**src/rtl/uart_pkt_tx.sv**
```systemverilog
// uart_pkt_tx: serialises a 3-byte payload plus terminator as 8N1 UART frames.
// Optional checksum byte enabled by UART_PKT_TX_CHECKSUM_EN.
module uart_pkt_tx #(
   parameter int         CLK_HZ    = 27000000,
   parameter int         BIT_RATE  = 115200,
   parameter logic [7:0] TERM_BYTE = 8'h0A
) (
   input  logic        clk,
   input  logic        reset_uart,
   input  logic [23:0] s_payload,
   input  logic        s_valid,
   output logic        s_ready,
   output logic        uart_txd,
   output logic        busy,
   output logic        pkt_done
);

   localparam int CPB = CLK_HZ / BIT_RATE;
   localparam int CW  = (CPB > 1) ? $clog2(CPB) : 1;
   localparam logic [CW-1:0] RELOAD = CW'(CPB - 1);
`ifdef UART_PKT_TX_CHECKSUM_EN
   localparam logic [2:0] LAST = 3'd4;
`else
   localparam logic [2:0] LAST = 3'd3;
`endif

   typedef enum logic [1:0] {IDLE, START, DATA, STOP} state_t;

   state_t          state, state_nx;
   logic [CW-1:0]   baud_cnt;
   logic [2:0]      bit_idx;
   logic [2:0]      byte_idx;
   logic [23:0]     payload;
   logic [7:0]      cur_byte;
   logic            bit_end;
   logic            txd_q;
   logic            done_q;

   assign bit_end  = (baud_cnt == '0);
   assign s_ready  = (state == IDLE);
   assign busy     = ~s_ready;
   assign uart_txd = txd_q;
   assign pkt_done = done_q;

   // Select the byte currently on the wire from the captured payload.
   always_comb begin
      cur_byte = TERM_BYTE;
      case (byte_idx)
         3'd0: cur_byte = payload[23:16];
         3'd1: cur_byte = payload[15:8];
         3'd2: cur_byte = payload[7:0];
`ifdef UART_PKT_TX_CHECKSUM_EN
         3'd3: cur_byte = payload[23:16] ^ payload[15:8] ^ payload[7:0];
`endif
         default: cur_byte = TERM_BYTE;
      endcase
   end

   // State register.
   always_ff @(posedge clk or posedge reset_uart) begin
      if (reset_uart) state <= IDLE;
      else            state <= state_nx;
   end

   // Next-state logic: bit boundaries advance the frame sequencer.
   always_comb begin
      state_nx = state;
      case (state)
         IDLE:  if (s_valid) state_nx = START;
         START: if (bit_end) state_nx = DATA;
         DATA:  if (bit_end && bit_idx == 3'd7) state_nx = STOP;
         STOP:  if (bit_end) state_nx = (byte_idx == LAST) ? IDLE : START;
         default: state_nx = IDLE;
      endcase
   end

   // Datapath: baud timer, bit/byte indices, payload capture and line register.
   always_ff @(posedge clk or posedge reset_uart) begin
      if (reset_uart) begin
         baud_cnt <= '0;
         bit_idx  <= '0;
         byte_idx <= '0;
         payload  <= '0;
         txd_q    <= 1'b1;
         done_q   <= 1'b0;
      end else begin
         done_q <= 1'b0;
         if (state == IDLE) begin
            txd_q <= 1'b1;
            if (s_valid) begin
               payload  <= s_payload;
               baud_cnt <= RELOAD;
               bit_idx  <= '0;
               byte_idx <= '0;
               txd_q    <= 1'b0;
            end
         end else if (!bit_end) begin
            baud_cnt <= baud_cnt - CW'(1);
         end else begin
            baud_cnt <= RELOAD;
            case (state)
               START: begin
                  bit_idx <= '0;
                  txd_q   <= cur_byte[0];
               end
               DATA: begin
                  if (bit_idx == 3'd7) begin
                     txd_q <= 1'b1;
                  end else begin
                     bit_idx <= bit_idx + 3'd1;
                     txd_q   <= cur_byte[bit_idx + 3'd1];
                  end
               end
               STOP: begin
                  if (byte_idx == LAST) begin
                     done_q   <= 1'b1;
                     byte_idx <= '0;
                     txd_q    <= 1'b1;
                  end else begin
                     byte_idx <= byte_idx + 3'd1;
                     txd_q    <= 1'b0;
                  end
               end
               default: txd_q <= 1'b1;
            endcase
         end
      end
   end

endmodule

```
**config.mk**
```make
export PLATFORM = sky130hd
export DESIGN_NAME = uart_pkt_tx
export DESIGN_NICKNAME = d
export VERILOG_FILES = /design/src/rtl/uart_pkt_tx.sv
export SDC_FILE = /design/constraint.sdc
export NUM_CORES = 1
export LEC_CHECK = 0
export CAP_MARGIN = 15
export CORE_MARGIN = 2
export CORE_UTILIZATION = 35
export DETAILED_ROUTE_END_ITERATION = 10
export GPL_TIMING_DRIVEN = 1
export PLACE_DENSITY_LB_ADDON = 0.25
export SETUP_SLACK_MARGIN = 0.02
export SLEW_MARGIN = 20
export SYNTH_ARGS = -nofsm -noshare
export SYNTH_HDL_FRONTEND = slang
export SYNTH_SLANG_ARGS = --single-unit
export TNS_END_PERCENT = 30
```
**constraint.sdc**
```tcl
create_clock -name clk -period 6.2 [get_ports clk]
set_input_delay 1.24 -clock clk [delete_from_list [all_inputs] [get_ports clk]]
set_output_delay 1.24 -clock clk [all_outputs]
set_load 0.01 [all_outputs]
```
# == After elaboration in Yosys (flattened, before gate mapping) ==
# Cells that the tools add are included.
# totals
regBits,42
latch_bits,0
mem_bits_rw,0
rom_bits,0
output_inout_bits,4
wordCells,65
n_memories,0
# classes
add_sub_neg,3
multipliers,0
div,0
magnitude_cmp,1
n_eq_ne,12
n_shift,0
muxes,30
bitwise_logic,1
n_reduce_logical,11
# op_table
operator,n
$mux 3,8
$mux 8,3
$pmux 8 s3,1
$mux 1,10
$logic_not 8->1,1
$mux 2,4
$ne 2x2->1 const B,4
$pmux 2 s4,1
$reduce_and 4->1,2
$sub 8x1->8 const B,1
$add 3x1->3 const B,2
$eq 3x2->1 const B,2
$pmux 3 s2,1
$eq 2x2->1 const B,2
$lt 3x4->1 const B,1
$reduce_bool 2->1,2
$bmux 1 s3,1
$eq 3x1->1 const B,1
$eq 3x3->1 const B,1
$logic_not 3->1,1
$ne 3x3->1 const B,1
$pmux 1 s3,1
$reduce_and 3->1,1
$reduce_bool 3->1,1
5 further kinds,5

# == Logic depth before layout (Yosys ltp) ==
# logic_depth
word_depth,8
depth_mapped,8
mapped_depth_nobuf,7

# == Least setup slack after synthesis ==
# Ideal clock, no wire load.
# synth_timing
path_kind,register to output
from,register state[0]
to,output busy
t_arrival_ns,1.141
required_ns,4.960
path_slack_ns,3.819
path_stages_with_launch,5
path_cell_list,dfrtp_1 > inv_1 > ha_1 > clkbuf_1 > inv_1
# synth_via
elab_chain_len,2
# synth_rtl
element,line_no,text
from (decl),29,"state_t state, state_nx;"
from (signal assigned),62,else state <= state_nx;
$logic_not 2->1,40,assign s_ready = (state == IDLE);
via s_ready,12,"output logic s_ready,"
$not 1->1,41,assign busy = ~s_ready;
to (decl),14,"output logic busy,"
# The timed path passes the listed nets, and every way through them passes these cells.

# == Final worst setup path ==
# layout_timing
from,input s_valid
to,register bit_idx[0]
# layout_via
elab_chain_len,2
# layout_rtl
element,line_no,text
from (decl),11,"input logic s_valid,"
$ne 2x2->1 (no line),n/a,
$reduce_and 4->1 (no line),n/a,
to (signal assigned),110,bit_idx <= bit_idx + 3'd1;
to (decl),31,logic [2:0] bit_idx;
# Every way passes these cells.
# A chain may end at the register's enable or synchronous reset.

==> results.yml <==
logic_synthesis:
  netlist_area_um2: 2150
  synth_area_leaders: "dfrtp_1, mux2_2, ha_1"
  yosys.area.top_type: "dfrtp_1"
  yosysWarningCount: 0
  synth_edf_count: 0
  syn_area_per_cell_um2: 11.8
  synthFlopType: "dfrtp_1"
  synthesis.nets: 221
  synth.most_common_cell: "dfrtp_1"
  ys_ff_latch: 42
  synthDominantCellAreaShare_pct: 47.8
  synthTopCellsByCount: "dfrtp_1, mux2_2, ha_1"
  ys_async_sr_fraction_pct: 100
  syn-instance-count: 182
  yosysUniqueCellTypes: 41
  yosysSeqAreaShare_pct: 49.0
clock_network:
  clock_latency_ps: 290
  path_clk_slew_ps: 80
  post_cts_buffers: 0
  hold_buffers: 0
  clk_path_buf_depth: 2
  cts_resized: 0
  root_buffer: "clkbuf_8"
  clock_sinks: 42
  cts_tree: "yes"
  htreeDepth: 2
  cts_made_buffers: 5
detailed_routing:
  viasPerCell: 5.15
  drt_pass1_iterations: 5
  wl_met3_um: 164
  wl_met1_um: 1970
  drt_iter0_drc: 115
  antenna_left: 0
  wl_met2_um: 1930
  vias: 1488
  drc: 0
  routedWlPerCell_um: 14.2
  wirelength_um: 4100
  top_layer: "met4"
hold_path:
  hold_depth: 2
  whs_endpoint: "baud_cnt[1]"
  min-delay-start: "baud_cnt[1]"
  hold_path.class: "register to register"
sta:
  tns_ps: 0
  whs_ps: 499
  final-max-slew-violation-count: 0
  setup_viol: 0
  hold_viol: 0
  fin_skew_ps: 4.71
  fmax_mhz: 310
  period_share_pct: 52.1
  tightest_slew_ps: 1050
  period_needed_ps: 3230
  rsz0062_at_grt: "false"
  max_slew_margin_pct: 29.6
global_routing:
  grt_pass1_wl_um: 6860
  antenna_found_initial: 0
  grt_max_degree: 43
  grt_pass1_vias: 1461
  grt_use_total_pct: 13.4
  overflow: 0
setup_path:
  rr_worst_depth: 6
  crit_path_start_kind: "input pin"
  end_kind: "register"
  crit_arrival_ps: 3410
  regToRegStartpoint: "state[0]"
  regToRegEndpoint: "bit_idx[0]"
  rrSetupSlack_ps: 3320
  worstPathMaxFanout: 26
  critPathKind: "input pin to register"
  required_ps: 6380
placed_design:
  dp_cells: 281
  port_buffers: 30
  detailed_place_hpwl_um: 2880
  gp_congestion: 0.734
floorplanning:
  ios: 31
  rows: 28
  initial_core_util_pct: 36.2
  die_height_um: 82.3
  die_w_um: 82.3
  dieArea_um2: 6770
  fp.coreArea_um2: 5920
flow_run:
  maxCapViolCount: 0
run_status:
  status: "finished clean"
power_and_ir_drop:
  p_per_area_nw_per_um2: 180
  peakVddDrop_mv: 0.117
  p_leak_uw: 0.00118
layout:
  final-instance-count-excl-fill: 289
  nets: 252
  final_util_pct: 44.1
  antenna_cells: 0
  synthToLayoutAreaGrowth_pct: 21.7
  drive_gt1_share_pct: 19.2
## registers in the layout (all words and copies together) (netlist names)
| name | count |
|---|---|
| uart_txd | 1 |
| baud_cnt | 8 |
| state | 2 |
| pkt_done | 1 |
| bit_idx | 3 |
| payload | 24 |
| byte_idx | 3 |
## layout make-up
cell class,instances,area [µm²]
clock inverter,3,21.3
tap,75,93.8
fill,564,3310
multi-input combinational,122,1030
sequential,42,1050
inverter,11,41.3
timing repair buffer,31,308
clock buffer,5,68.8
## critical path, stage by stage
cell             delay (ps)
clkdlybuf4s50_1         470
nand2_1                 600
a21boi_2                490
a211o_1                 340
mux2_4                  260
## stage by stage
stage | total power, µW | cell area (µm²) | setup slack [ps]
after floorplan | 283 | 2150 | 3820
after global placement | 302 | 2520 | 2630
after detailed placement | 302 | 2520 | 2620
after CTS | 479 | 2610 | 2940
after global routing | 497 | 2610 | 2860
final | 471 | 2610 | 2970
## layout by cell type (no fill, tap or decap), types with 2 or more instances in the layout
| cell | count |
|---|---|
| a2111oi_0 | 2 |
| a21oi_1 | 3 |
| a222oi_1 | 6 |
| a22o_1 | 3 |
| a22oi_1 | 2 |
| clkbuf_8 | 5 |
| clkdlybuf4s50_1 | 30 |
| dfrtp_1 | 41 |
| ha_1 | 12 |
| inv_1 | 11 |
| mux2_2 | 26 |
| mux2i_1 | 2 |
| nand2_1 | 11 |
| nand2b_1 | 2 |
| nand3_1 | 2 |
| nor2_1 | 8 |
| nor2b_1 | 3 |
| nor3_1 | 6 |
| nor3b_1 | 2 |
| o21a_1 | 2 |
| o21ai_0 | 6 |
| or3_1 | 2 |
| xnor2_1 | 4 |
## kinds of logic after synthesis
family	after synthesis	synth area share (%)
buffers and inverters	18	3.15
and+or+nand+nor	42	11.0
AOI/OAI and AO/OA	35	12.9
muxes	29	15.3
xor gates and xnor gates	4	1.63
DFF	42	49.0
adders and majority gates	12	7.00
## power breakdown
group / total (µW) / switching (µW) / internal, µW / leakage [µW]
registers: 274 / 0 / 274 / 0.000543
clock network: 175 / 95.9 / 79.1 / 0.0000441
logic: 22.3 / 7.53 / 14.7 / 0.000591
## worst max-delay path by stage
stage,to,slack [ps],depth (start not counted),from
finish,bit_idx[0],2970,5,s_valid
global route,bit_idx[0],2860,5,s_valid
CTS,bit_idx[0],2940,5,s_valid
detailed placement,bit_idx[0],2620,5,s_valid
global placement,bit_idx[0],2630,5,s_valid
floorplan,busy,3820,4,state[0]
## layer usage
metal  global-route usage, %  vias up
met1                    18.1      725
met4                    4.00        0
met3                    3.91        4
met2                    20.6       31
met5                       0        -
li1                        -      728
No activity file was read; power rests on OpenSTA's default activity.
